<file path="src/rtl/ccff_bitstream_loader.sv">
// ---------------------------------------------------------------------------
// ccff_bitstream_loader
//
// Upstream feeder of the tile configuration chain. Bitstream words arrive on
// a valid/ready handshake. Each word is shifted MSB-first onto the head of the
// configurable-memory DFF chain, one bit per prog_clk cycle. For every bit
// shifted, a per-bit enable is raised so the chain's prog_clk gate lets the
// bit move. The loader counts shifted bits up to CHAIN_LEN and ends the
// session when the count is reached. While shifting, it watches ccff_tail:
// the chain is all-zero after reset, so any 1 seen on the tail during a
// session is reported as a chain integrity error.
//
// Ports
//   prog_clk       in   programming clock, rising edge
//   pReset         in   asynchronous active-high reset
//   start          in   one-cycle pulse, begins a session (IDLE/DONE only)
//   cfg_data       in   bitstream word, MSB shifted first
//   cfg_valid      in   cfg_data valid
//   cfg_ready      out  word accepted this cycle when cfg_valid is high
//   ccff_head      out  serial bit into the chain head
//   ccff_shift_en  out  chain shifts on this edge (clock-gate enable)
//   ccff_tail      in   serial bit leaving the chain tail
//   busy           out  session in progress
//   done           out  CHAIN_LEN bits shifted (sticky)
//   tail_err       out  a 1 was seen on ccff_tail while shifting (sticky)
//   bit_count      out  bits shifted in the current or last session
// ---------------------------------------------------------------------------
module ccff_bitstream_loader #(
  parameter int WORD_WIDTH = 8,
  parameter int CHAIN_LEN  = 64,
  parameter int CNT_WIDTH  = 16
) (
  input  logic                  prog_clk,
  input  logic                  pReset,
  input  logic                  start,
  input  logic [WORD_WIDTH-1:0] cfg_data,
  input  logic                  cfg_valid,
  output logic                  cfg_ready,
  output logic                  ccff_head,
  output logic                  ccff_shift_en,
  input  logic                  ccff_tail,
  output logic                  busy,
  output logic                  done,
  output logic                  tail_err,
  output logic [CNT_WIDTH-1:0]  bit_count
);

  localparam int IDX_W = (WORD_WIDTH > 1) ? $clog2(WORD_WIDTH) : 1;

  localparam logic [IDX_W-1:0]     LAST_IDX = IDX_W'(WORD_WIDTH - 1);
  localparam logic [IDX_W-1:0]     IDX_ONE  = IDX_W'(1);
  localparam logic [CNT_WIDTH-1:0] LAST_CNT = CNT_WIDTH'(CHAIN_LEN - 1);
  localparam logic [CNT_WIDTH-1:0] CNT_ONE  = CNT_WIDTH'(1);

  typedef enum logic [1:0] {
    S_IDLE,
    S_FETCH,
    S_SHIFT,
    S_DONE
  } state_e;

  state_e                state_q, state_d;
  logic [WORD_WIDTH-1:0] sreg_q,  sreg_d;   // word being serialized, MSB is next bit
  logic [IDX_W-1:0]      idx_q,   idx_d;    // bits left in word minus one
  logic [CNT_WIDTH-1:0]  cnt_q,   cnt_d;
  logic                  done_q,  done_d;
  logic                  err_q,   err_d;
  logic                  head_q,  head_d;   // last bit driven, held while stalled

  // NOTE: every signal driven here gets its default first, so no path through
  // the case statement leaves a variable unassigned and no latch is inferred.
  always_comb begin
    state_d       = state_q;
    sreg_d        = sreg_q;
    idx_d         = idx_q;
    cnt_d         = cnt_q;
    done_d        = done_q;
    err_d         = err_q;
    head_d        = head_q;
    cfg_ready     = 1'b0;
    ccff_shift_en = 1'b0;
    ccff_head     = 1'b0;
    busy          = 1'b0;

    unique case (state_q)
      S_IDLE, S_DONE: begin
        if (start) begin
          state_d = S_FETCH;
          cnt_d   = '0;
          done_d  = 1'b0;
          err_d   = 1'b0;
          head_d  = 1'b0;
        end
      end

      S_FETCH: begin
        busy      = 1'b1;
        cfg_ready = 1'b1;
        ccff_head = head_q;
        if (cfg_valid) begin
          sreg_d  = cfg_data;
          idx_d   = LAST_IDX;
          state_d = S_SHIFT;
        end
      end

      S_SHIFT: begin
        busy          = 1'b1;
        ccff_shift_en = 1'b1;
        ccff_head     = sreg_q[WORD_WIDTH-1];
        head_d        = sreg_q[WORD_WIDTH-1];
        sreg_d        = sreg_q << 1;
        idx_d         = idx_q - IDX_ONE;
        cnt_d         = cnt_q + CNT_ONE;
        // The chain starts all-zero, so a 1 on the tail means a broken chain.
        if (ccff_tail) begin
          err_d = 1'b1;
        end
        if (cnt_q == LAST_CNT) begin
          // Final chain bit: the session ends here and any unshifted low bits
          // of this word are dropped, so no new word may be accepted.
          state_d = S_DONE;
          done_d  = 1'b1;
        end else if (idx_q == '0) begin
          // Last bit of the word: accept the next one now to avoid a bubble.
          cfg_ready = 1'b1;
          if (cfg_valid) begin
            sreg_d = cfg_data;
            idx_d  = LAST_IDX;
          end else begin
            state_d = S_FETCH;
          end
        end
      end

      default: state_d = S_IDLE;
    endcase
  end

  // NOTE: state registers use non-blocking assignments so every register
  // samples the pre-edge values, independent of statement order.
  always_ff @(posedge prog_clk or posedge pReset) begin
    if (pReset) begin
      state_q <= S_IDLE;
      sreg_q  <= '0;
      idx_q   <= '0;
      cnt_q   <= '0;
      done_q  <= 1'b0;
      err_q   <= 1'b0;
      head_q  <= 1'b0;
    end else begin
      state_q <= state_d;
      sreg_q  <= sreg_d;
      idx_q   <= idx_d;
      cnt_q   <= cnt_d;
      done_q  <= done_d;
      err_q   <= err_d;
      head_q  <= head_d;
    end
  end

  assign done      = done_q;
  assign tail_err  = err_q;
  assign bit_count = cnt_q;

endmodule

</file>
<file path="config.mk">
export PLATFORM = sky130hd
export DESIGN_NAME = ccff_bitstream_loader
export DESIGN_NICKNAME = d
export VERILOG_FILES = /design/src/rtl/ccff_bitstream_loader.sv
export SDC_FILE = /design/constraint.sdc
export NUM_CORES = 1
export LEC_CHECK = 0
export ABC_AREA = 1
export CORE_MARGIN = 5
export CORE_UTILIZATION = 35
export DETAILED_ROUTE_END_ITERATION = 8
export MAX_ROUTING_LAYER = met4
export PLACE_DENSITY = 0.6
export SETUP_SLACK_MARGIN = 0.2
export SLEW_MARGIN = 20
export SYNTH_ARGS = -nofsm -noshare
export SYNTH_HDL_FRONTEND = slang
export SYNTH_SLANG_ARGS = --single-unit
</file>
<file path="constraint.sdc">
create_clock -name prog_clk -period 3.2 [get_ports prog_clk]
set_input_delay 0.48 -clock prog_clk [delete_from_list [all_inputs] [get_ports prog_clk]]
set_output_delay 0.48 -clock prog_clk [all_outputs]
set_load 0.02 [all_outputs]
</file>
Yosys cells after proc, flatten, opt, wreduce, memory -nomap -nowiden
Cells that the tools add are included.
{"block": "totals", "register_bits": 32, "input_bits": 13, "out_inout_bits": 22}
{"block": "classes", "addsub": 2, "n_eq_ne": 10, "muxes": 30, "n_reduce_logical": 11}
{"cell": "$mux W8", "n": 4}
{"cell": "$pmux W16 S2", "n": 1}
{"cell": "$add A16 B1 Y16 const B", "n": 1}
{"cell": "$eq A16 B6 Y1 const B", "n": 1}
{"cell": "$mux W16", "n": 1}
{"cell": "$pmux W8 S2", "n": 1}
{"cell": "$mux W3", "n": 4}
{"cell": "$mux W2", "n": 5}
{"cell": "$pmux W1 S2", "n": 5}
{"cell": "$ne A2 B2 Y1 const B", "n": 4}
{"cell": "$mux W1", "n": 7}
{"cell": "$ne A3 B3 Y1 const B", "n": 2}
{"cell": "$pmux W2 S3", "n": 1}
{"cell": "$pmux W3 S2", "n": 1}
{"cell": "$reduce_and A3 Y1", "n": 2}
{"cell": "$eq A2 B2 Y1 const B", "n": 2}
{"cell": "$reduce_and A2 Y1", "n": 2}
{"cell": "$reduce_and A4 Y1", "n": 1}
{"cell": "$reduce_bool A2 Y1", "n": 2}
{"cell": "$reduce_or A2 Y1", "n": 2}
{"cell": "$logic_not A3 Y1", "n": 1}
{"cell": "$sub A3 B1 Y3 const B", "n": 1}
{"cell": "$eq A2 B1 Y1 const B", "n": 1}
{"cell": "$logic_not A2 Y1", "n": 1}

Depth between registers and ports, before layout
{"block": "depth", "word_depth": 5, "ltp_mapped": 10, "ltp_nobuf": 10}

Worst setup path after synthesis
OpenSTA, ideal clock, no wires.
{"block": "synth_timing", "kind": "reg2out", "startpoint": "register state_q[0]", "endpoint": "output port cfg_ready", "arrival_time_ns": 1.686, "t_required_ns": 2.720, "slack_ns": 1.034, "path_stages_with_launch": 7, "path_cell_list": "dfrtp_1 -> inv_1 -> ha_1 -> buf_4 -> buf_2 -> nand3_1 -> a21oi_1"}
{"block": "synth_between", "elab_chain_cells": 2, "word_cells_on_any_way": 3, "classes_between": "2 x eq/ne; 1 x mux"}
{"item": "start, declared", "line_no": "62", "text": "state_e state_q, state_d;"}
{"item": "start signal, assigned", "line_no": "152", "text": "state_q <= state_d;"}
{"item": "$eq A2 B2 Y1 or $eq A2 B1 Y1 (tied branches)", "line_no": "85", "text": "unique case (state_q)"}
{"item": "$pmux W1 S2 *", "line_no": "85"}
{"item": "end, declared", "line_no": "38", "text": "output logic cfg_ready,"}
Mark *: on every way between the ends. The rest lies on a longest branch, timed or not.

Final worst setup path
{"block": "layout_timing", "startpoint": "register cnt_q[0] (netlist: bit_count[0])", "endpoint": "output port cfg_ready"}
{"block": "layout_between", "elab_chain_cells": 3}
{"item": "start, declared", "line_no": "65", "text": "logic [CNT_WIDTH-1:0] cnt_q, cnt_d;"}
{"item": "start signal, assigned", "line_no": "155", "text": "cnt_q <= cnt_d;"}
{"item": "$eq A16 B6 Y1", "line_no": "119", "text": "if (cnt_q == LAST_CNT) begin"}
{"item": "$mux W1", "line_no": "119"}
{"item": "$pmux W1 S2", "line_no": "85"}
No other way between the ends.

==> run summary <==
The run finished with clean final reports. The signal on the critical path passes through ha_1 -> nand3_4 -> nor2_8 -> nand2_4 -> nand3_1 -> a21oi_1 -> clkdlybuf4s50_1. For the reg-to-reg setup timing slack, the log shows 1000 ps. After synthesis the netlist holds a flip-flop and latch count of 32.

The adder-cell area share of the yosys netlist was 0.0289; the worst endpoint data arrival time was 2230 ps. The final max-slew violation count is 0. The hold violation count in the final report is 0, and the first-pass GRT wire length is 9200 um. The path class of the tightest hold or removal check is register to register. The floorplan has 28 rows. Post-cts resize count: 0.

The number of antenna diodes in the final layout is 0. Summed over all layers, the global routing overflow is 0. For the final routed database, the setup TNS stands at 0 ps. The power consumption is 1.86 mW, and the relative area change from synthesis to final layout is 24.7%.

Setup repair after global routing left no endpoint under its margin. The post-synthesis compound-gate area fraction works out to 0.0902. The DRC violation count after routing came out at 0. The die is 88.6 um tall. The tools report the beginning of the worst hold path as tail_err.

The logs give 300 for the gate count of the mapped netlist and 32 for the number of sinks driven by the clock tree. Root buffer selected by CTS: clkbuf_8. The area share of the largest cell type after synthesis works out to 0.370. The run gives 4 as the first-pass detailed-route iteration total. For hold timing, the worst endpoint is tail_err.

The final critical-path required period came out at 2710 ps. In this run the critical register-to-register path is launched from state_q[0]. The required arrival time at the worst endpoint came out at 2720 ps. The power density over the cells works out to 688 nW/um2. The via count of the first global-routing pass was 1974. Summed over all cells, the static leakage comes to 1.25 nW. The synthesized area is 2160 um2.

For the register area share after synthesis, the log shows 0.370. The routability congestion estimate from global placement came out at 0.887. The routed layout has 2093 vias.

In this run the worst path has a maximum fanout of 9. The class of the most critical setup path was register to primary output. The later pin in the worst-skew pair is clocked with a latency of 290 ps. The post-synthesis xor/xnor area fraction was 0; the number of nets in the finished design was 355. The largest total area in the synthesized netlist belongs to dfrtp_1.

The simple-gate share of the synthesized area came out at 0.410. The number of hold buffers added after cts was 0; the initial antenna violation count was 0. The critical path's slowest cell is clkdlybuf4s50_1. Setup violations remaining at the end of the flow were counted as 0. The mux cell area share after synthesis is 0.

Clock tree synthesis inserted a total of 5 buffers. By area the synthesized netlist is led by dfrtp_1 (37%), nand2_1 (13%), nand3_1 (8.3%). Buffers placed on the I/O ports in this run total 34.

After the flow finishes, the layout carries non-filler instances totaling 413. The core area is 5960 um2. After synthesis, the largest family of logic cells by area is simple AND/OR/NAND/NOR gates.

In this run, placement finished with an instance count of 405. The layout cell share with drive strength beyond 1 was 0.104; the via-per-instance ratio was 5.07. For this run, the slowest stage of the critical path takes 620 ps.

The tools report the terminus of the critical flop-to-flop path as bit_count[3]. The floorplan step set the die width to 88.6 um. No sink is reached through more buffers than the 2 on the longest clock path.

The routed length per instance was 13.1 um; the total number of yosys warnings was 0. The type of element capturing the critical path was a primary output. The startpoint class of the critical path is a register.

Entering global routing, the biggest net connects 33 pins. The run gives 11.6 ps as the maximum clock skew at final layout. The run gives 138 as the first-iteration detailed-routing DRC count.

Static timing analysis puts the maximum clock frequency at 369 MHz. In this run, distinct cell masters in the synthesized netlist total 35. The fraction of the cycle the final worst path needs was 0.848; the average cell area after synthesis was 7.21 um2.

The logs give 0.597 for the worst slew margin relative to its limit and 2 for the deepest level of the CTS H-tree. Max-cap violations in this run came to 0. Clock-pin slew was measured on the worst setup and hold paths at 80 ps.

Along the worst hold path, the cell count comes to 2. TritonCTS built the clock tree. For the sum of net half-perimeters after detailed placement, the log shows 4030 um. The tools report the remaining antenna violation count as 0.

The number of buffer and inverter stages on the critical path came out at 1. In this design, the largest share of critical-path delay is due to buffers and inverters. The die covers 7850 um2. The tools report the total routing usage reported by global routing as 0.154. For the count of pins on the block boundary, the log shows 35.

The logs give 0 for the setup fix buffers added after clock tree synthesis and 318 for the net count after synthesis. For the pin with the worst max-slew slack, the measured transition is 605 ps. The starting density of the core is 0.363, and the detailed-route wire length is 5410 um. Across the VDD grid, the largest voltage drop is 0.406 mV. For the worst flop-to-flop path, the logic depth is 8.
metal layers:
| layer | wire [um] | vias to the layer above | global-route usage |
|---|---|---|---|
| li1 | - | 1059 | - |
| met1 | 2490 | 965 | 0.199 |
| met2 | 2550 | 60 | 0.240 |
| met3 | 290 | 9 | 0.0298 |
| met4 | 79 | 0 | 0.0549 |
| met5 | 0 | - | - |
area by class of cell:
cell class,count,area [um2]
Clock inverter,1,30.0
Timing Repair Buffer,37,363
Inverter,44,169
Fill cell,609,3260
Sequential cell,32,801
Tap cell,75,93.8
Clock buffer,7,96.3
Multi-Input combinational cell,217,1140
sequential cells by signal, indices dropped and copies added (netlist names):
signal     flops
idx_q          3
bit_count     16
sreg_q         8
state_q        2
head_q         1
done           1
tail_err       1
worst max-delay path by stage:
| stage | start | end | slack [ps] | cells past startpoint |
|---|---|---|---|---|
| 3_5_place_dp | bit_count[0] | cfg_ready | 770 | 7 |
| 3_3_place_gp | bit_count[0] | cfg_ready | 810 | 7 |
| 4_1_cts | bit_count[0] | cfg_ready | 450 | 7 |
| 6_report | bit_count[0] | cfg_ready | 490 | 7 |
| 2_1_floorplan | state_q[0] | cfg_ready | 1030 | 6 |
| 5_1_grt | bit_count[0] | cfg_ready | 360 | 7 |
per-stage QoR:
step | utilization | hold slack (ps) | instance area (um2) | worst slack [ps]
floorplan | - | 453 | 2160 | 1030
global placement | 0.432 | 467 | 2570 | 811
detailed placement | 0.432 | 490 | 2570 | 771
CTS | 0.453 | 506 | 2700 | 452
global route | 0.453 | 537 | 2700 | 356
finish | 0.453 | 499 | 2700 | 487
layout by cell type (no fill, tap or decap), drive strengths merged:
master,instances
or2,7
ha,5
buf,3
dfrtp,32
nand2,82
a31oi,2
nand4,20
clkinv,2
o21ai,12
bufinv,1
clkdlybuf4s50,34
o31ai,1
nor3b,2
a21boi,1
o21bai,1
and2,1
nor2,23
inv,42
nor3,4
nand3,39
clkbuf,7
a21oi,17
worst register-to-register path, delay by kind of cell, from the launching register on:
| family | cells | cell delay, ps |
|---|---|---|
| compound gates | 1 | 520 |
| fa+ha+maj | 1 | 240 |
| buf+inv | 4 | 610 |
| flops | 1 | 380 |
| simple gates | 2 | 380 |
synth_stat cells, drive strengths merged:
cell type / instances
a21oi: 17
nand4: 20
a21boi: 1
nand2: 82
dfrtp: 32
o31ai: 1
a31oi: 2
o21ai: 12
inv: 42
and2: 1
o21bai: 1
clkinv: 2
nor2: 23
nor3b: 2
nor3: 4
buf: 7
ha: 5
or2: 7
nand3: 39
cells by family (layout without fill, tap and decap cells):
| kind of cell | count (synthesis) | after routing |
|---|---|---|
| AOI/OAI and AO/OA | 34 | 34 |
| adders and majority gates | 5 | 5 |
| buffers and inverters | 51 | 89 |
| DFF | 32 | 32 |
| and+or+nand+nor | 178 | 178 |
power breakdown:
part | total [mW] | internal, mW | switching (mW)
combinational | 0.842 | 0.299 | 0.542
sequential | 0.576 | 0.500 | 0.0760
clock | 0.438 | 0.275 | 0.164
Note: power is estimated with default switching activity, not from simulation.
